--- src/rtl/wb_arbiter.sv ---
// Write-back arbiter: merges EXU results and LSU load data onto the single
// register-file write port, with one cycle of latency.
// The registered write is also forwarded to the operand-read addresses, and
// every register-file write is counted in commit_cnt.
// Optional build macro WB_ARBITER_RR_EN enables round-robin priority between
// the two sources. Without it, LSU always has priority over EXU.
//
// Priority state
//   state     | meaning
//   PRIO_LSU  | LSU wins when both sources are valid
//   PRIO_EXU  | EXU wins when both sources are valid (round-robin build only)
module wb_arbiter #(
   parameter int ADDR_WIDTH = 5,
   parameter int DATA_WIDTH = 32
) (
   input  logic                  clk,
   input  logic                  rst_n,
   input  logic                  exu_valid,
   output logic                  exu_ready,
   input  logic [ADDR_WIDTH-1:0] exu_waddr,
   input  logic [DATA_WIDTH-1:0] exu_wdata,
   input  logic                  lsu_valid,
   output logic                  lsu_ready,
   input  logic [ADDR_WIDTH-1:0] lsu_waddr,
   input  logic [DATA_WIDTH-1:0] lsu_wdata,
   output logic                  rf_wen,
   output logic [ADDR_WIDTH-1:0] rf_waddr,
   output logic [DATA_WIDTH-1:0] rf_wdata,
   input  logic [ADDR_WIDTH-1:0] byp_raddr_1,
   input  logic [ADDR_WIDTH-1:0] byp_raddr_2,
   output logic                  byp_hit_1,
   output logic [DATA_WIDTH-1:0] byp_data_1,
   output logic                  byp_hit_2,
   output logic [DATA_WIDTH-1:0] byp_data_2,
   output logic [31:0]           commit_cnt
);

   typedef enum logic {PRIO_LSU = 1'b0, PRIO_EXU = 1'b1} prio_t;

   prio_t                 prio;
   logic                  grant_lsu;
   logic                  grant_exu;
   logic [ADDR_WIDTH-1:0] sel_waddr;
   logic [DATA_WIDTH-1:0] sel_wdata;

   // Grant decode; readies are held low while reset is asserted.
   always_comb begin
      grant_lsu = 1'b0;
      grant_exu = 1'b0;
      if (rst_n) begin
         grant_lsu = lsu_valid && (!exu_valid || (prio == PRIO_LSU));
         grant_exu = exu_valid && (!lsu_valid || (prio == PRIO_EXU));
      end
   end

   assign lsu_ready = grant_lsu;
   assign exu_ready = grant_exu;

   // Mux the granted source onto the write-back path.
   always_comb begin
      sel_waddr = exu_waddr;
      sel_wdata = exu_wdata;
      if (grant_lsu) begin
         sel_waddr = lsu_waddr;
         sel_wdata = lsu_wdata;
      end
   end

`ifdef WB_ARBITER_RR_EN
   // Round-robin: after each transfer, the source that was not granted gets priority.
   always_ff @(posedge clk or negedge rst_n) begin
      if (!rst_n) begin
         prio <= PRIO_LSU;
      end else if (grant_lsu) begin
         prio <= PRIO_EXU;
      end else if (grant_exu) begin
         prio <= PRIO_LSU;
      end
   end
`else
   // Fixed priority: LSU always wins.
   assign prio = PRIO_LSU;
`endif

   // Register the granted write. Writes to address 0 are accepted but
   // do not produce an rf_wen pulse.
   always_ff @(posedge clk or negedge rst_n) begin
      if (!rst_n) begin
         rf_wen   <= 1'b0;
         rf_waddr <= '0;
         rf_wdata <= '0;
      end else begin
         rf_wen <= (grant_lsu || grant_exu) && (sel_waddr != '0);
         if (grant_lsu || grant_exu) begin
            rf_waddr <= sel_waddr;
            rf_wdata <= sel_wdata;
         end
      end
   end

   // Count register-file writes; the counter wraps naturally at 32 bits.
   always_ff @(posedge clk or negedge rst_n) begin
      if (!rst_n) begin
         commit_cnt <= '0;
      end else if (rf_wen) begin
         commit_cnt <= commit_cnt + 32'd1;
      end
   end

   // Forward the in-flight write to the read ports. Address 0 never hits.
   always_comb begin
      byp_hit_1  = rf_wen && (rf_waddr != '0) && (rf_waddr == byp_raddr_1);
      byp_hit_2  = rf_wen && (rf_waddr != '0) && (rf_waddr == byp_raddr_2);
      byp_data_1 = byp_hit_1 ? rf_wdata : '0;
      byp_data_2 = byp_hit_2 ? rf_wdata : '0;
   end

endmodule

--- config.mk ---
export PLATFORM = sky130hd
export DESIGN_NAME = wb_arbiter
export DESIGN_NICKNAME = d
export VERILOG_FILES = /design/src/rtl/wb_arbiter.sv
export SDC_FILE = /design/constraint.sdc
export NUM_CORES = 1
export LEC_CHECK = 0
export CORE_ASPECT_RATIO = 0.75
export CORE_MARGIN = 3
export CORE_UTILIZATION = 26
export CTS_CLUSTER_SIZE = 14
export DETAILED_ROUTE_END_ITERATION = 10
export GPL_ROUTABILITY_DRIVEN = 0
export GPL_TIMING_DRIVEN = 0
export REMOVE_ABC_BUFFERS = 1
export SYNTH_ARGS = -nofsm -noshare
export SYNTH_HDL_FRONTEND = slang
export SYNTH_SLANG_ARGS = --single-unit
--- constraint.sdc ---
create_clock -name clk -period 4.4 [get_ports clk]
set_input_delay 1.1 -clock clk [delete_from_list [all_inputs] [get_ports clk]]
set_output_delay 1.1 -clock clk [all_outputs]
set_load 0.05 [all_outputs]
==> flow_summary.html <==
<table>
<tr><th>Metric</th><th>Value</th></tr>
<tr><th colspan="2">Clock tree</th></tr>
<tr><td>TritonCTS sink count</td><td>70</td></tr>
<tr><td>Master cell of the clock root buffer</td><td>sky130_fd_sc_hd__clkbuf_16</td></tr>
<tr><td>Buffer levels on the longest clock path</td><td>2</td></tr>
<tr><td>CTS tree</td><td>yes</td></tr>
<tr><td>Clock input transition at the sequential cells of the worst setup and hold paths</td><td>0.05 ns</td></tr>
<tr><td>Skew-Pair Late Insertion Delay</td><td>0.33 ns</td></tr>
<tr><td>Number of H-tree levels</td><td>3</td></tr>
<tr><td>Number of buffers added by the clock tree synthesis step</td><td>9</td></tr>
<tr><th colspan="2">Routing</th></tr>
<tr><td>Remaining antenna violation count after routing</td><td>0</td></tr>
<tr><td>Routed WL</td><td>12200 um</td></tr>
<tr><td>Initial detailed-routing violation count</td><td>between 100 and 150</td></tr>
<tr><td>Count of unresolved DRC violations after routing</td><td>0</td></tr>
<tr><td>Number of detailed-route iterations in the first pass</td><td>4</td></tr>
<tr><td>Vias per cell</td><td>4.45</td></tr>
<tr><td>Routed length per placed instance</td><td>15.6 um</td></tr>
<tr><td>Number of vias after detailed routing</td><td>3482</td></tr>
<tr><th colspan="2">Setup path</th></tr>
<tr><td>Reg2reg path depth</td><td>5</td></tr>
<tr><td>Critical path's slowest cell</td><td>sky130_fd_sc_hd__clkdlybuf4s50_1</td></tr>
<tr><td>CP Max Fanout</td><td>4</td></tr>
<tr><td>Category of the worst setup path capture point</td><td>output pin</td></tr>
<tr><td>Most frequent CP cell</td><td>sky130_fd_sc_hd__clkdlybuf4s50_1</td></tr>
<tr><td>Arr. time, crit path</td><td>3.11 ns</td></tr>
<tr><td>Class of the most critical setup path</td><td>in2out</td></tr>
<tr><td>Maximum single-stage delay on the critical path</td><td>0.80 ns</td></tr>
<tr><td>Sequence of cells on the critical path</td><td>clkdlybuf4s50_1, xnor2_1, nand3_1, nor4_4, buf_4, and2_1, clkdlybuf4s50_1</td></tr>
<tr><td>Kind of cell adding the most delay to the critical path</td><td>buffers and inverters</td></tr>
<tr><td>Path length in cells of the critical path</td><td>7</td></tr>
<tr><td>Buffers and inverters on the worst path</td><td>3</td></tr>
<tr><td>Critical path data required time</td><td>3.30 ns</td></tr>
<tr><td>CP Launch Type</td><td>primary input</td></tr>
<tr><th colspan="2">Synth</th></tr>
<tr><td>Post-Synthesis Mean Instance Area</td><td>9.99 um2</td></tr>
<tr><td>Portion of the post-synthesis area used by sequential elements</td><td>0.467</td></tr>
<tr><td>Top area cells in the synthesized netlist</td><td>sky130_fd_sc_hd__dfrtp_1, sky130_fd_sc_hd__and2_1, sky130_fd_sc_hd__mux2i_1</td></tr>
<tr><td>Distinct cells, synth</td><td>30</td></tr>
<tr><td>Most instantiated library cell after synthesis</td><td>sky130_fd_sc_hd__dfrtp_1</td></tr>
<tr><td>Count of flip-flops with a built-in enable after synthesis</td><td>0</td></tr>
<tr><td>FFs w/ async S/R, synth</td><td>1.00</td></tr>
<tr><td>Area share of the largest cell type after synthesis</td><td>0.467</td></tr>
<tr><td>Total of warnings raised by yosys</td><td>0</td></tr>
<tr><td>Top_reg_cell synth</td><td>sky130_fd_sc_hd__dfrtp_1</td></tr>
<tr><td>Count of state elements after synthesis</td><td>70</td></tr>
<tr><td>Most area-hungry cell type in the Yosys netlist</td><td>sky130_fd_sc_hd__dfrtp_1</td></tr>
<tr><td>Post-Synthesis Cells</td><td>375</td></tr>
<tr><td>Most used standard cells in the synthesized netlist</td><td>sky130_fd_sc_hd__dfrtp_1, sky130_fd_sc_hd__and2_1, sky130_fd_sc_hd__nand2_1</td></tr>
<tr><td>Netlist area before placement</td><td>approximately 3700 um2</td></tr>
<tr><th colspan="2">Timing</th></tr>
<tr><td>FMAX</td><td>237 MHz</td></tr>
<tr><td>Transition time of the tightest slew-check pin</td><td>between 0.7 and 0.8 ns</td></tr>
<tr><td>Time the final worst path needs with I/O delays and setup</td><td>4.21 ns</td></tr>
<tr><td>Final setup violation count</td><td>0</td></tr>
<tr><td>Max-slew violation count</td><td>0</td></tr>
<tr><td>Worst-case headroom to the max-slew limit</td><td>0.528</td></tr>
<tr><td>Period utilisation layout</td><td>0.957</td></tr>
<tr><td>RSZ-0062 raised after global routing</td><td>false</td></tr>
<tr><td>Clock Skews</td><td>0.00629 ns</td></tr>
<tr><td>Count of endpoints failing hold in the final timing report</td><td>0</td></tr>
<tr><th colspan="2">Global route</th></tr>
<tr><td>Congestion Overflow GR</td><td>0</td></tr>
<tr><td>Number of antenna violations at the first check in global routing</td><td>0</td></tr>
<tr><td>Maximum number of pins on one net before global-route repair</td><td>71</td></tr>
<tr><td>Wire length of the first global-routing pass</td><td>between 15000 and 20000 um</td></tr>
<tr><td>GRT Resource Usage Total</td><td>0.155</td></tr>
<tr><td>Number of global-route vias before repair</td><td>~3500</td></tr>
<tr><th colspan="2">Final layout</th></tr>
<tr><td>Signed area change from the synthesized netlist to the final layout</td><td>75.2%</td></tr>
<tr><td>Final Instance Count excl. Fillers</td><td>782</td></tr>
<tr><td>Filler cell count in the final layout</td><td>1328</td></tr>
<tr><td>Proportion of layout cells with a drive suffix above 1</td><td>0.0610</td></tr>
<tr><td>Number of nets in the finished design</td><td>691</td></tr>
<tr><td>ANT cells</td><td>0</td></tr>
<tr><td>Final core utilization</td><td>0.473</td></tr>
<tr><td>Post-route cell area</td><td>6570 um2</td></tr>
<tr><th colspan="2">Status</th></tr>
<tr><td>Result of the run</td><td>complete, no violations</td></tr>
<tr><th colspan="2">Placement</th></tr>
<tr><td>DP HPWL</td><td>about 9400 um</td></tr>
<tr><td>Area post-placement</td><td>6260 um2</td></tr>
<tr><td>Port Buffer Count</td><td>between 200 and 250</td></tr>
<tr><td>Placed cell count</td><td>762</td></tr>
<tr><th colspan="2">Worst hold path</th></tr>
<tr><td>Number of cells on the worst hold path</td><td>1</td></tr>
<tr><td>Worst min path class</td><td>reg2reg</td></tr>
<tr><th colspan="2">Floorplanning</th></tr>
<tr><td>Total I/O pin count</td><td>226</td></tr>
<tr><td>Initial core utilization</td><td>0.270</td></tr>
<tr><td>Floorplan row count</td><td>37</td></tr>
<tr><td>Die X</td><td>145 um</td></tr>
<tr><td>Standard cell core area</td><td>13900 um2</td></tr>
<tr><td>Die H</td><td>between 100 and 150 um</td></tr>
<tr><td>Area enclosed by the die boundary</td><td>15900 um2</td></tr>
<tr><th colspan="2">Power and ir drop</th></tr>
<tr><td>Leakage Power</td><td>0.00339 uW</td></tr>
<tr><td>Worst IR drop on VDD</td><td>0.275 mV</td></tr>
<tr><td>Ratio of total power to cell area</td><td>337 nW/um2</td></tr>
<tr><th colspan="2">Run</th></tr>
<tr><td>Maximum capacitance violations</td><td>0</td></tr>
</table>
==> cells by family (layout without fill, tap and decap cells) <==
kind of cell,count (synthesis),after routing,synth area share
AND/OR/NAND/NOR,166,166,0.257
flip-flops,70,70,0.467
XOR/XNOR,41,41,0.0958
AO/OA/AOI/OAI,39,39,0.0541
multiplexers,37,37,0.0992
buffers and inverters,21,253,0.0227
adder cells (fa/ha/maj),1,1,0.00334
==> state kept, by name (all words and copies together), names as in the netlist <==
signal and flops:
rf_wen 1, commit_cnt 32, rf_wdata 32, rf_waddr 5
==> timing repair <==
action	4_1_cts	5_1_grt
pin swaps	2	0
gates resized for setup	47	17
endpoints found under the setup margin	66	17
hold buffers	0	0
hold endpoints to repair	0	0
buffers inserted	4	0
==> cell usage in the layout (no fill, tap or decap), drive strengths merged, types with 2 or more instances in the layout <==
cell           netlist  final
dlymetal6s2s         0     17
dlygate4sd2          0     47
buf                  5     10
and4                 2      2
clkinv               0      2
nand3               11     11
and2                65     65
clkdlybuf4s50        0    160
nand4               11     11
nor4                 5      5
xor2                 8      8
o21ai               38     38
or4                  2      2
inv                  3      3
dfrtp               70     70
mux2i               36     36
clkbuf              13     13
xnor2               33     33
nor3                 3      3
nor2                 5      5
nand2               51     51
and3                 6      6
==> stage by stage <==
step	worst slack, ns	total power [uW]	TNS (ns)	hold WS [ns]
after floorplan	-0.661	1220	-48.41	0.780
after global placement	-6.39	1520	-367.81	0.463
after detailed placement	-0.425	1540	-21.11	0.482
after CTS	0.0170	2250	0	0.499
after global routing	0.0659	2320	0	0.504
final	0.188	2210	0	0.487
==> final cells by class <==
type | count | area, um2 | share of cell area
Clock inverter | 3 | 17.5 | 0.00267
Multi-Input combinational cell | 284 | 1940 | 0.296
Clock buffer | 13 | 270 | 0.0412
Inverter | 3 | 11.3 | 0.00172
Sequential cell | 70 | 1750 | 0.267
Timing Repair Buffer | 234 | 2350 | 0.358
Tap cell | 175 | 219 | 0.0334
==> final timing paths <==
check                      slack, ns              to            from
setup / recovery                0.19   byp_data_2[8]  byp_raddr_2[2]
max in group asynchronous       3.26   commit_cnt[2]           rst_n
setup reg to reg                2.53  commit_cnt[26]   commit_cnt[0]
min in group asynchronous       0.58    rf_wdata[28]           rst_n
hold reg to reg                 0.49  commit_cnt[31]  commit_cnt[31]
hold / removal                  0.49  commit_cnt[31]  commit_cnt[31]
==> power breakdown <==
part           leakage, uW  internal, uW  switching (uW)  total (uW)
logic              0.00234           277             430         707
registers         0.000903           718            93.5         811
clock network     0.000142           426             269         695
==> routing by layer <==
metal	share of wire	wire length (um)	vias to the layer above	global-route usage
met5	0	0	-	0
met4	0.020	248	0	0.0499
met3	0.066	805	18	0.0431
met2	0.48	5930	121	0.261
met1	0.43	5240	1620	0.194
li1	-	-	1723	-
No activity file was read; power rests on OpenSTA's default activity.
